[src/rtl/uart_tx_arbiter.sv]
// Round-robin arbiter sharing one UartTx byte transmitter among NUM_REQ producers.
// Define UART_ARB_LOCK_EN to let a requester keep its grant across a multi-byte packet.
module uart_tx_arbiter #(
  parameter int NUM_REQ      = 4,
  parameter int IDX_W        = 2,
  parameter int BUSY_TIMEOUT = 4
) (
  input  logic                 clk,
  input  logic                 rst,
  input  logic [NUM_REQ-1:0]   req,
  input  logic [8*NUM_REQ-1:0] req_data,
  input  logic [NUM_REQ-1:0]   req_lock,
  output logic [NUM_REQ-1:0]   ack,
  output logic [7:0]           tx_data,
  output logic                 tx_latch,
  input  logic                 tx_busy,
  output logic                 active,
  output logic [IDX_W-1:0]     grant_idx,
  output logic                 timeout_err
);

  localparam int TCNT_W = $clog2(BUSY_TIMEOUT);
  localparam logic [TCNT_W-1:0] TCNT_LAST = TCNT_W'(BUSY_TIMEOUT - 1);

  typedef enum logic [1:0] {IDLE, WAIT_BUSY, WAIT_DONE} state_t;

  state_t              state, state_nxt;
  logic [IDX_W-1:0]    rr_ptr;
  logic [IDX_W-1:0]    cand;
  logic [IDX_W-1:0]    win_idx;
  logic                win_found;
  logic [7:0]          win_data;
  logic [IDX_W-1:0]    ptr_after;
  logic [TCNT_W-1:0]   tcnt;
  logic                grant;
  logic                keep_ptr;

  // Scan requesters starting at rr_ptr; the first pending one wins.
  always_comb begin
    win_found = 1'b0;
    win_idx   = '0;
    cand      = '0;
    for (int k = 0; k < NUM_REQ; k++) begin
      cand = IDX_W'((int'(rr_ptr) + k) % NUM_REQ);
      if (!win_found && req[cand]) begin
        win_found = 1'b1;
        win_idx   = cand;
      end
    end
  end

  always_comb begin
    win_data = '0;
    for (int k = 0; k < NUM_REQ; k++) begin
      if (IDX_W'(k) == win_idx) win_data = req_data[8*k +: 8];
    end
  end

  assign grant     = (state == IDLE) && win_found && !tx_busy;
  assign ptr_after = (grant_idx == IDX_W'(NUM_REQ - 1)) ? '0 : grant_idx + IDX_W'(1);

`ifdef UART_ARB_LOCK_EN
  logic lock_q;

  always_ff @(posedge clk or posedge rst) begin
    if (rst)        lock_q <= 1'b0;
    else if (grant) lock_q <= req_lock[win_idx];
  end

  assign keep_ptr = lock_q;
`else
  logic unused_lock;
  assign unused_lock = ^req_lock;
  assign keep_ptr    = 1'b0;
`endif

  always_ff @(posedge clk or posedge rst) begin
    if (rst) state <= IDLE;
    else     state <= state_nxt;
  end

  always_comb begin
    state_nxt = state;
    case (state)
      IDLE:      if (grant) state_nxt = WAIT_BUSY;
      WAIT_BUSY: begin
        if (tx_busy)                state_nxt = WAIT_DONE;
        else if (tcnt == TCNT_LAST) state_nxt = IDLE;
      end
      WAIT_DONE: if (!tx_busy) state_nxt = IDLE;
      default:   state_nxt = IDLE;
    endcase
  end

  // Registered outputs; a timed-out byte is dropped and the pointer always advances.
  always_ff @(posedge clk or posedge rst) begin
    if (rst) begin
      ack         <= '0;
      tx_data     <= '0;
      tx_latch    <= 1'b0;
      active      <= 1'b0;
      grant_idx   <= '0;
      timeout_err <= 1'b0;
      rr_ptr      <= '0;
      tcnt        <= '0;
    end else begin
      ack         <= '0;
      tx_latch    <= 1'b0;
      timeout_err <= 1'b0;
      case (state)
        IDLE: begin
          if (grant) begin
            tx_data   <= win_data;
            tx_latch  <= 1'b1;
            ack       <= NUM_REQ'(1) << win_idx;
            grant_idx <= win_idx;
            active    <= 1'b1;
            tcnt      <= '0;
          end
        end
        WAIT_BUSY: begin
          if (!tx_busy) begin
            if (tcnt == TCNT_LAST) begin
              timeout_err <= 1'b1;
              active      <= 1'b0;
              rr_ptr      <= ptr_after;
            end else begin
              tcnt <= tcnt + TCNT_W'(1);
            end
          end
        end
        WAIT_DONE: begin
          if (!tx_busy) begin
            active <= 1'b0;
            rr_ptr <= keep_ptr ? grant_idx : ptr_after;
          end
        end
        default: ;
      endcase
    end
  end

endmodule

[config.mk]
export PLATFORM = sky130hd
export DESIGN_NAME = uart_tx_arbiter
export DESIGN_NICKNAME = d
export VERILOG_FILES = /design/src/rtl/uart_tx_arbiter.sv
export SDC_FILE = /design/constraint.sdc
export NUM_CORES = 1
export LEC_CHECK = 0
export CAP_MARGIN = 40
export CORE_MARGIN = 2
export CORE_UTILIZATION = 33
export DETAILED_ROUTE_END_ITERATION = 8
export HOLD_SLACK_MARGIN = 0.05
export PLACE_DENSITY = 0.7
export SYNTH_ARGS = -nofsm -noshare
export SYNTH_HDL_FRONTEND = slang
export SYNTH_SLANG_ARGS = --single-unit
[constraint.sdc]
create_clock -name clk -period 2.4 [get_ports clk]
set_clock_uncertainty 0.2 [all_clocks]
set_input_delay 0.6 -clock clk [delete_from_list [all_inputs] [get_ports clk]]
set_output_delay 0.6 -clock clk [all_outputs]
set_load 0.03 [all_outputs]
# After elaboration in Yosys (flattened, before gate mapping)
# Index checks and enable logic that the tools add are counted.
[op_classes] n_addsub=5 order_cmp=4 eq_ne=13 shifts=1 n_mux=46 reduce_logical=19
[op_table] op="8-bit 2-to-1 mux" count=4
[op_table] op="2-bit 2-to-1 mux" count=15
[op_table] op="1-bit 2-to-1 mux" count=17
[op_table] op="2-bit by 3-bit less-than comparator with 1-bit output, second input constant" count=4
[op_table] op="2-bit != test, second input constant" count=5
[op_table] op="1-bit binary-select mux with 2-bit select" count=4
[op_table] op="4-bit 2-to-1 mux" count=2
[op_table] op="2-bit one-hot mux with 2 select lines" count=2
[op_table] op="4-bit AND reduction" count=2
[op_table] op="2-bit by 1-bit adder with 2-bit output, second input constant" count=3
[op_table] op="2-bit == test, second input constant" count=3
[op_table] op="2-bit one-hot mux with 3 select lines" count=1
[op_table] op="1-bit logical AND" count=5
[op_table] op="5-bit AND reduction" count=1
[op_table] op="2-bit adder, second input constant" count=2
[op_table] op="2-bit == test, first input constant" count=2
[op_table] op="1-bit logical NOT" count=4
[op_table] op="2-bit logical NOT" count=2
[op_table] op="2-bit nonzero test" count=2
[op_table] op="1-bit by 2-bit << shifter with 4-bit output, first input constant" count=1
[op_table] op="3-bit != test, second input constant" count=1
[op_table] op="1-bit one-hot mux with 3 select lines" count=1
[op_table] op="3-bit AND reduction" count=1
[op_table] op="3-bit nonzero test" count=1
[op_table] op="3 further kinds" count=3
[totals] ff_bits=23 inputBits=43 out_inout_bits=17 word_cells=97

# Depth between registers and ports, before layout
# Gate-level depths: netlist of the first run.
[logic_depth] word_depth=17 mapped_depth=7 mapped_depth_nobuf=7

# Worst setup path after synthesis of the first run
# Ideal clock, no wire load.
[synth_path] path_kind="input -> register" startpoint="input req[0]" endpoint="register tx_data[7]" setup_time_ps=123 t_arrival_ps=1921 required_ps=2077 path_slack_ps=156 stages=5 n_path_buf=0 path_cell_list="nor2b_1 > or4_4 > nand2_8 > mux2_1 > o221a_2"
[synth_via] elab_chain_len=17 word_cells_on_any_way=33 cone_classes="eq/ne: 3; mux: 20; reduce/logical: 10"
[synth_rtl] item="start, declared" line="10" rtl="input logic [NUM_REQ-1:0] req,"
[synth_rtl] item="1-bit binary-select mux with 2-bit select" line="45" rtl="if (!win_found && req[cand]) begin"
[synth_rtl] item="1-bit 2-to-1 mux (not written as such)" line="45"
[synth_rtl] item="1-bit 2-to-1 mux" line="45"
[synth_rtl] item="1-bit logical NOT" line="45"
[synth_rtl] item="1-bit logical AND" line="45"
[synth_rtl] item="1-bit 2-to-1 mux" line="45"
[synth_rtl] item="1-bit logical NOT" line="45"
[synth_rtl] item="1-bit logical AND" line="45"
[synth_rtl] item="1-bit 2-to-1 mux" line="45"
[synth_rtl] item="1-bit logical NOT" line="45"
[synth_rtl] item="1-bit logical AND" line="45"
[synth_rtl] item="2-bit 2-to-1 mux" line="45"
[synth_rtl] item="2-bit logical NOT" line="55" rtl="if (IDX_W'(k) == win_idx) win_data = req_data[8*k +: 8];"
[synth_rtl] item="8-bit 2-to-1 mux (4 in series)" line="55"
[synth_rtl] item="end signal, assigned" line="113" rtl="tx_data <= win_data;"
[synth_rtl] item="end, declared" line="14" rtl="output logic [7:0] tx_data,"
# Several ways; a longest one is shown, not always the timed one. The select of a mux whose other input is x is not followed.
# A chain may end at the register's enable or synchronous reset.

# Worst setup path in the final report of the first run
# Ends and elaborated chain as after synthesis.

==> results of run 1 <==
[power by group through the flow]
stage          Combinational (mW)  Clock (mW)  Sequential, mW
2_1_floorplan               0.653           0           0.857
3_3_place_gp                 1.34           0           0.653
3_5_place_dp                 1.38           0           0.663
4_1_cts                      1.38       0.256           0.658
5_1_grt                      1.49       0.279           0.682
6_report                     1.37       0.246           0.659
[worst max path at each step]
stage | to | cells after the start
4_1_cts | tx_data[7]$_DFFE_PP0P_ | 6
2_1_floorplan | tx_data[7]$_DFFE_PP0P_ | 5
6_report | tx_data[7]$_DFFE_PP0P_ | 6
3_3_place_gp | tx_data[7]$_DFFE_PP0P_ | 6
3_5_place_dp | tx_data[7]$_DFFE_PP0P_ | 6
5_1_grt | tx_data[7]$_DFFE_PP0P_ | 6
[final cells by class]
cell class	count	area, sq um	share of cell area, %
tap	50	62.6	2.90
inverter	8	30.0	1.39
clock inverter	1	5.00	0.232
clock buffer	3	41.3	1.91
timing repair buffer	75	712	33.0
multi-input combinational	102	733	34.0
sequential	23	576	26.7
[state kept, by name, summed over array words and instances (netlist names)]
signal       flops
state            2
grant_idx        2
tx_data          8
ack              4
tcnt             2
timeout_err      1
active           1
tx_latch         1
rr_ptr           2
[metrics by stage]
stage | cells | TNS (ps) | hold WS, ps
2_1_floorplan | 136 | 0 | 291
3_3_place_gp | 258 | -2820 | 274
3_5_place_dp | 258 | -3170 | 283
4_1_cts | 262 | 0 | 304
5_1_grt | 262 | 0 | 334
6_report | 262 | 0 | 299
[synthesized netlist by cell type, drive strengths merged (2+ instances only)]
cell	n	area share, %
mux2i	12	8.8
o221ai	6	3.9
nor2b	2	0.92
nor3	4	1.5
or4	2	1.4
mux2	4	3.3
dfrtp	23	42
ha	5	4.6
nor2	6	1.8
nand3	7	2.6
o221a	3	2.5
o21ai	10	3.7
a21oi	5	1.8
inv	8	2.2
nor4	4	1.8
nand2	17	5.9
buf	3	2.1
and3	3	1.4
nand2b	3	1.4
[per-layer routing]
metal  vias up  track usage (%)  share of wire, %
met2        34             29.2                52
li1        653                -                 -
met4         0             9.00               3.0
met5         -                0                 0
met1       639             19.4                41
met3         9             2.96               3.7
[logic make-up after synthesis]
kind of cell	synth area share, %
buffers and inverters	4.33
AND/OR/NAND/NOR	21.0
flip-flops	42.4
adder cells (fa/ha/maj)	4.61
AO/OA/AOI/OAI	15.5
multiplexers	12.2
[timing repair]
action	4_1_cts	5_1_grt
endpoints found under the setup margin	8	8
endpoints found under the hold margin	0	0
pin swaps	2	1
cloned	0	0
buffers inserted	0	0
gates resized for setup	4	3
[critical path, stage by stage]
cell	delay (ps)
dlygate4sd2_1	260
nor2b_2	160
or4_4	530
nand2_8	110
mux2_1	320
o221a_2	240
==> impl_metrics.tcl, run 1 <==
set metrics [dict create \
    status "finished clean" \
    dp_slack_ps -358 \
    regToRegStartpoint "state[0]$_DFFE_PP0P_" \
    p_sw_share_pct 42.3 \
    min_to "tx_data[0]$_DFFE_PP0P_" \
    crit_start "req[0]" \
    finish.utilization_pct 54.4 \
    fin_nets 261 \
    setup_slack_ps 138 \
    hp-start "tx_data[0]$_DFFE_PP0P_" \
    synth_warnings 0 \
    place_area_sq_um 2100 \
    p_leak_nw 0.962 \
    r2r_cells 7 \
    max_cap_violations 0 \
    vdd_drop_max_mv 0.497 \
    syn_inst 136 \
    routed_wl_mm 3.61 \
    hold_buffers 0 \
    die_area_sq_um 4640 \
    ant_nets 0 \
    htreeDepth 1 \
    finalHoldViolCount 0 \
    worstPathArrival_ps 2220 \
    grt_pass1_wl_mm 5.84 \
    crit_path_start_kind "input port" \
    num_antenna_cells 0 \
    clockBufferDepth 2 \
    num_vias 1335 \
    maxSlewViolCount 0 \
    slew_headroom_pct 74.2 \
    combPwrFrac_pct 60.3 \
    numCtsBuffers 3 \
    track_usage_pct 16.8 \
    max_freq_ghz 0.442 \
    drt_pass1_iterations 4 \
    drive_gt1_share_pct 17.0 \
    synth.ff_latch_count 23 \
    drcViolationCount 0 \
    grt_antenna_before_repair 0 \
    power_density_nw_per_um2 1060 \
    grt_pass1_vias 1355 \
    p_int_mw 1.32 \
    fin_area_sq_um 2160 \
    ys_seq_area_share_pct 42.4 \
    crit_fanout 4 \
    final_common_cell "clkdlybuf4s50_1" \
    syn2layout_area_growth_pct 59.1 \
    cp-end-kind "flip-flop" \
    hold_class "reg2reg" \
    ys.flop_type "dfrtp_1" \
    crit_type "in2reg" \
    finalCritPeriodShare_pct 94.3 \
    required_ps 2360 \
    nFillCells 357 \
    clk_pin_slew_ps 80 \
    synth.distinct_cells 36 \
    tightest_slew_ps 385 \
    grt_max_degree 24 \
    vias_per_cell 5.10 \
    seqPwrFrac_pct 28.9 \
    mostFrequentLayoutCells "clkdlybuf4s50_1 (51), dfrtp_1 (23), buf_4 (19)" \
    syn_nets 184 \
    cts_root_buffer "clkbuf_8" \
    p_switching_uw 965 \
    drt_iter0_markers 22 \
    global_route.overflow_total 0 \
    clockPowerShare_pct 10.8 \
    synth-edff-count 0 \
    ios 60 \
    fin_crit_ps 2260 \
    fp.dieH_um 68.1 \
    setup_viol 0 \
    cts_tree "done" \
    dp_hpwl_mm 2.90 \
    gp_congestion 0.786 \
    ff2ff_setup_slack_ps 310 \
    netlist_area_sq_um 1360 \
    rsz0062_at_grt "no" \
    placementRows 23 \
    worstHoldPathCells 2 \
    wl_per_cell_um 13.8 \
    coreArea_sq_um 3970 \
    clk_latency_ps 270 \
    clkSinkCount 23 \
    port-buffer-count 55 \
    p_total_mw 2.28 \
    ys_async_sr_fraction_pct 100 \
    avgSynthCellArea_sq_um 9.98 \
    dieWidth_um 68.1 \
    initial_core_util_pct 34.2 \
    r2r-end "tx_data[7]$_DFFE_PP0P_" \
]
(Power assumes the default switching activity.)
==> run 2: changes to the inputs <==
Settings changed: CTS_CLUSTER_SIZE from default to 16, REMOVE_ABC_BUFFERS from default to 1.
==> impl_metrics.tcl, run 2 (synthesized netlist as in run 1, its figures left out) <==
set metrics [dict create \
    dieWidth_um 68.1 \
    maxSlewViolCount 0 \
    r2r_cells 4 \
    crit_type "in2reg" \
    cp-end-kind "flip-flop" \
    setup_slack_ps 61.0 \
    clockBufferDepth 2 \
    largestRegisters "tx_data x8, ack x4" \
    path_delay_family "buffers and inverters" \
    hold_buffers 0 \
    hold_class "reg2reg" \
    finish.utilization_pct 55.4 \
    worstPathArrival_ps 2290 \
    clk_pin_slew_ps 80 \
    status "finished clean" \
    slew_headroom_pct 78.0 \
    p_leak_nw 0.988 \
    gp_congestion 0.850 \
    die_area_sq_um 4640 \
    routed_wl_mm 3.51 \
    fp.dieH_um 68.1 \
    drcViolationCount 0 \
    dp_slack_ps -340 \
    numCtsBuffers 3 \
    power_density_nw_per_um2 1050 \
    required_ps 2350 \
    cp_slowest_cell "or4_1" \
    p_total_mw 2.30 \
    fin_area_sq_um 2200 \
    coreArea_sq_um 3970 \
    htreeDepth 1 \
    grt_antenna_before_repair 0 \
    ff2ff_setup_slack_ps 340 \
    ios 60 \
    largest_register_ffs 8 \
    crit_fanout 4 \
    rsz0062_at_grt "no" \
    track_usage_pct 14.9 \
    hp-start "tx_data[2]$_DFFE_PP0P_" \
    drt_iter0_markers 51 \
    cts_root_buffer "clkbuf_8" \
    grt_pass1_wl_mm 5.38 \
    cts_tree "done" \
    wl_per_cell_um 13.1 \
    vdd_drop_max_mv 0.358 \
    clkSinkCount 23 \
    final_cells 267 \
    setup_tns_ps 0 \
    num_antenna_cells 0 \
    min_to "tx_data[2]$_DFFE_PP0P_" \
    placementRows 23 \
    cts_setup_buffers 0 \
    port-buffer-count 55 \
    worstHoldPathCells 2 \
    syn2layout_area_growth_pct 61.9 \
    vias_per_cell 5.02 \
    finalHoldViolCount 0 \
    placed_cells 263 \
    max_cap_violations 0 \
    top_register "tx_data" \
    grt_pass1_vias 1283 \
    setup_viol 0 \
    grt_max_degree 24 \
    ant_nets 0 \
    cpMostUsedCell "buf_4" \
    tightest_slew_ps 329 \
    crit_path_start_kind "input port" \
    max_freq_ghz 0.428 \
    fin_nets 266 \
    initial_core_util_pct 34.2 \
    place_area_sq_um 2130 \
    drive_gt1_share_pct 19.8 \
    max_stage_delay_ps 520 \
    num_vias 1341 \
    whs_ps 303 \
    global_route.overflow_total 0 \
    finalCritPeriodShare_pct 97.5 \
    dp_hpwl_mm 2.90 \
    path_cells "clkdlybuf4s50_1, buf_4, or4_1, nand3_2, inv_2, buf_4, o221a_2" \
    path_buf_inv 4 \
    drt_pass1_iterations 4 \
    regToRegStartpoint "rr_ptr[1]$_DFFE_PP0P_" \
    r2r-end "tx_data[7]$_DFFE_PP0P_" \
    mostFrequentLayoutCells "clkdlybuf4s50_1 (52), buf_4 (24), dfrtp_1 (23)" \
    clk_latency_ps 260 \
    fin_crit_ps 2340 \
    final_common_cell "clkdlybuf4s50_1" \
]
-- run 2: final cells by class --
type / instances / area (sq um)
Timing Repair Buffer: 80 / 738
Sequential cell: 23 / 576
Multi-Input combinational cell: 102 / 746
Tap cell: 50 / 62.6
Fill cell: 354 / 1770
Clock inverter: 1 / 5.00
Inverter: 8 / 30.0
Clock buffer: 3 / 41.3
-- run 2: worst max path at each step --
stage,slack [ps],end,cells after the start,from
detailed placement,-340,tx_data[5]$_DFFE_PP0P_,7,req[1]
finish,60,tx_data[7]$_DFFE_PP0P_,7,req[3]
floorplan,110,tx_data[7]$_DFFE_PP0P_,5,req[0]
CTS,30,tx_data[7]$_DFFE_PP0P_,7,req[3]
global placement,-310,tx_data[7]$_DFFE_PP0P_,6,req[1]
global route,30,tx_data[7]$_DFFE_PP0P_,7,req[3]
-- run 2: layer usage --
layer,wire length (um),share of wire (%),track usage [%],up-vias
li1,-,-,-,671
met1,1530,43,19.5,629
met2,1810,52,26.3,39
met3,138,3.9,0.987,2
met4,33,0.94,4.50,0
met5,0,0,0,-
-- run 2: tightest hold or removal path, cell delays in order (launching register included) --
cell and delay, ps:
dfrtp_1 350, nand2_1 50, o221ai_1 60
-- run 2: timing repair --
item	in CTS	in global routing
setup endpoints to repair	8	1
cloned	0	0
pin swaps	2	0
gates resized for setup	8	2
-- run 2: report_power, final --
part,leakage (nW),switching (mW),total (mW),internal [mW]
Clock,0.0255,0.121,0.236,0.116
Sequential,0.290,0.116,0.660,0.544
Combinational,0.673,0.729,1.41,0.679
Total,0.988,0.965,2.30,1.34
==> run 3: changes to the inputs <==
--- a/config.mk
+++ b/config.mk
@@ -12,3 +12,2 @@
 export DETAILED_ROUTE_END_ITERATION = 8
-export HOLD_SLACK_MARGIN = 0.05
 export PLACE_DENSITY = 0.7
==> constraint.sdc (replaced) <==
create_clock -name clk -period 2.4 [get_ports clk]
set_clock_uncertainty 0.2 [all_clocks]
set_input_delay 0.48 -clock clk [delete_from_list [all_inputs] [get_ports clk]]
set_output_delay 0.48 -clock clk [all_outputs]
set_load 0.03 [all_outputs]
==> impl_metrics.tcl, run 3 (synthesized netlist as in run 1, its figures left out) <==
set metrics [dict create \
    final_common_cell "clkdlybuf4s50_1" \
    crit_fanout 8 \
    hold_class "reg2reg" \
    drt_iter0_markers 51 \
    nFillCells 366 \
    rsz0062_at_grt "no" \
    largest_register_ffs 8 \
    vdd_drop_max_mv 0.401 \
    r2r-end "tx_data[5]$_DFFE_PP0P_" \
    wl_per_cell_um 13.7 \
    grt_max_degree 24 \
    track_usage_pct 15.7 \
    finalCritPeriodShare_pct 96.7 \
    power_density_nw_per_um2 1060 \
    vias_per_cell 5.14 \
    port-buffer-count 55 \
    setup_slack_ps 78.9 \
    clkSinkCount 23 \
    grt_pass1_wl_mm 5.57 \
    crit_type "in2reg" \
    fin_crit_ps 2320 \
    path_cells "clkdlybuf4s50_1, nor2_2, or4_4, nand2_8, buf_4, mux2i_1, o221ai_1" \
    ff2ff_setup_slack_ps 340 \
    worstSetupEndpoint "tx_data[5]$_DFFE_PP0P_" \
    grt_antenna_before_repair 0 \
    register_area_sq_um 576 \
    drive_gt1_share_pct 16.7 \
    syn2layout_area_growth_pct 59.2 \
    num_vias 1363 \
    p_switching_uw 971 \
    seqPwrFrac_pct 28.8 \
    finalHoldViolCount 0 \
    htreeDepth 1 \
    num_antenna_cells 0 \
    status "finished clean" \
    grt_pass1_vias 1283 \
    cts_root_buffer "clkbuf_8" \
    clk_latency_ps 270 \
    placed_cells 261 \
    worstPathArrival_ps 2260 \
    multi_input_area_sq_um 723 \
    tightest_slew_ps 351 \
    max_freq_ghz 0.431 \
    crit_path_start_kind "input port" \
    cp_slowest_cell "or4_4" \
    placementRows 23 \
    initial_core_util_pct 34.2 \
    dp_slack_ps -222 \
    fp.dieH_um 68.1 \
    post_cts_resized 0 \
    gp_congestion 0.851 \
    ant_nets 0 \
    clockBufferDepth 2 \
    dieWidth_um 68.1 \
    max_cap_violations 0 \
    global_route.overflow_total 0 \
    slew_headroom_pct 76.5 \
    regToRegStartpoint "rr_ptr[1]$_DFFE_PP0P_" \
    coreArea_sq_um 3970 \
    clockPowerShare_pct 10.6 \
    cts_setup_buffers 0 \
    dp_hpwl_mm 2.99 \
    fin_nets 264 \
    maxSlewViolCount 0 \
    top_register "tx_data" \
    drcViolationCount 0 \
    clk_pin_slew_ps 80 \
    combPwrFrac_pct 60.7 \
    required_ps 2340 \
    p_leak_nw 0.957 \
    p_int_mw 1.32 \
    mostFrequentLayoutCells "clkdlybuf4s50_1 (55), dfrtp_1 (23), buf_4 (23)" \
    r2r_cells 5 \
    final_cells 265 \
    hold_buffers 0 \
    drt_pass1_iterations 4 \
    routed_wl_mm 3.62 \
    p_sw_share_pct 42.4 \
    numCtsBuffers 3 \
    finish.utilization_pct 54.4 \
    die_area_sq_um 4640 \
    setup_viol 0 \
    largestRegisters "tx_data x8, ack x4" \
    cts_tree "done" \
    max_stage_delay_ps 560 \
    crit_start "req[1]" \
    ios 60 \
    cp-end-kind "flip-flop" \
]
## run 3: cell types whose count changed in the layout (fill, tap and decap cells not counted), sizes merged
cell           change
dlygate4sd2        -3
buf                -2
clkdlybuf4s50      +3
## run 3: critical path: cells and delay by family
kind	cells	cell delay, ps
multiplexers	1	210
AO/OA/AOI/OAI	1	140
buffers and inverters	2	710
AND/OR/NAND/NOR	3	720
## run 3: per-layer routing
metal  GRT usage, %  vias to the layer above  share of wire (%)  wire length (um)
met1           19.5                      662                 44              1580
met4           4.75                        0               0.75                27
li1               -                      670                  -                 -
met3           3.13                        2                4.1               147
met2           27.3                       29                 52              1870
met5              0                        -                  0                 0
## run 3: worst min-delay path by stage
| stage | depth (start not counted) | start | endpoint |
|---|---|---|---|
| floorplan | 1 | rst | ack[0]$_DFF_PP0_ |
| global placement | 2 | tx_data[2]$_DFFE_PP0P_ | tx_data[2]$_DFFE_PP0P_ |
| detailed placement | 2 | tx_data[6]$_DFFE_PP0P_ | tx_data[6]$_DFFE_PP0P_ |
| CTS | 2 | tx_data[6]$_DFFE_PP0P_ | tx_data[6]$_DFFE_PP0P_ |
| global route | 2 | tx_data[6]$_DFFE_PP0P_ | tx_data[6]$_DFFE_PP0P_ |
| finish | 2 | tx_data[6]$_DFFE_PP0P_ | tx_data[6]$_DFFE_PP0P_ |
## run 3: area by class of cell
type                    instances  area share (%)
repair buffers                 78            33.5
inverters                       8            1.39
clock buffers                   3            1.91
multi-input cells             102            33.5
well taps                      50            2.90
clock inverters                 1           0.232
flip-flops and latches         23            26.6
## run 3: stage by stage
step | total power [mW] | setup TNS [ps] | hold slack, ps | cell area (sq um)
final | 2.29 | 0 | 297 | 2160
after global routing | 2.45 | 0 | 335 | 2160
after CTS | 2.31 | 0 | 303 | 2160
after detailed placement | 2.06 | -1630 | 283 | 2110
after global placement | 1.99 | -1350 | 276 | 2110
after floorplan | 1.47 | 0 | 282 | 1330
## run 3: power by group through the flow
stage               Sequential, mW  Clock, mW  Combinational (mW)
floorplan                    0.857          0               0.610
global placement             0.655          0                1.34
detailed placement           0.664          0                1.39
CTS                          0.659      0.249                1.40
global route                 0.682      0.267                1.50
finish                       0.659      0.242                1.39
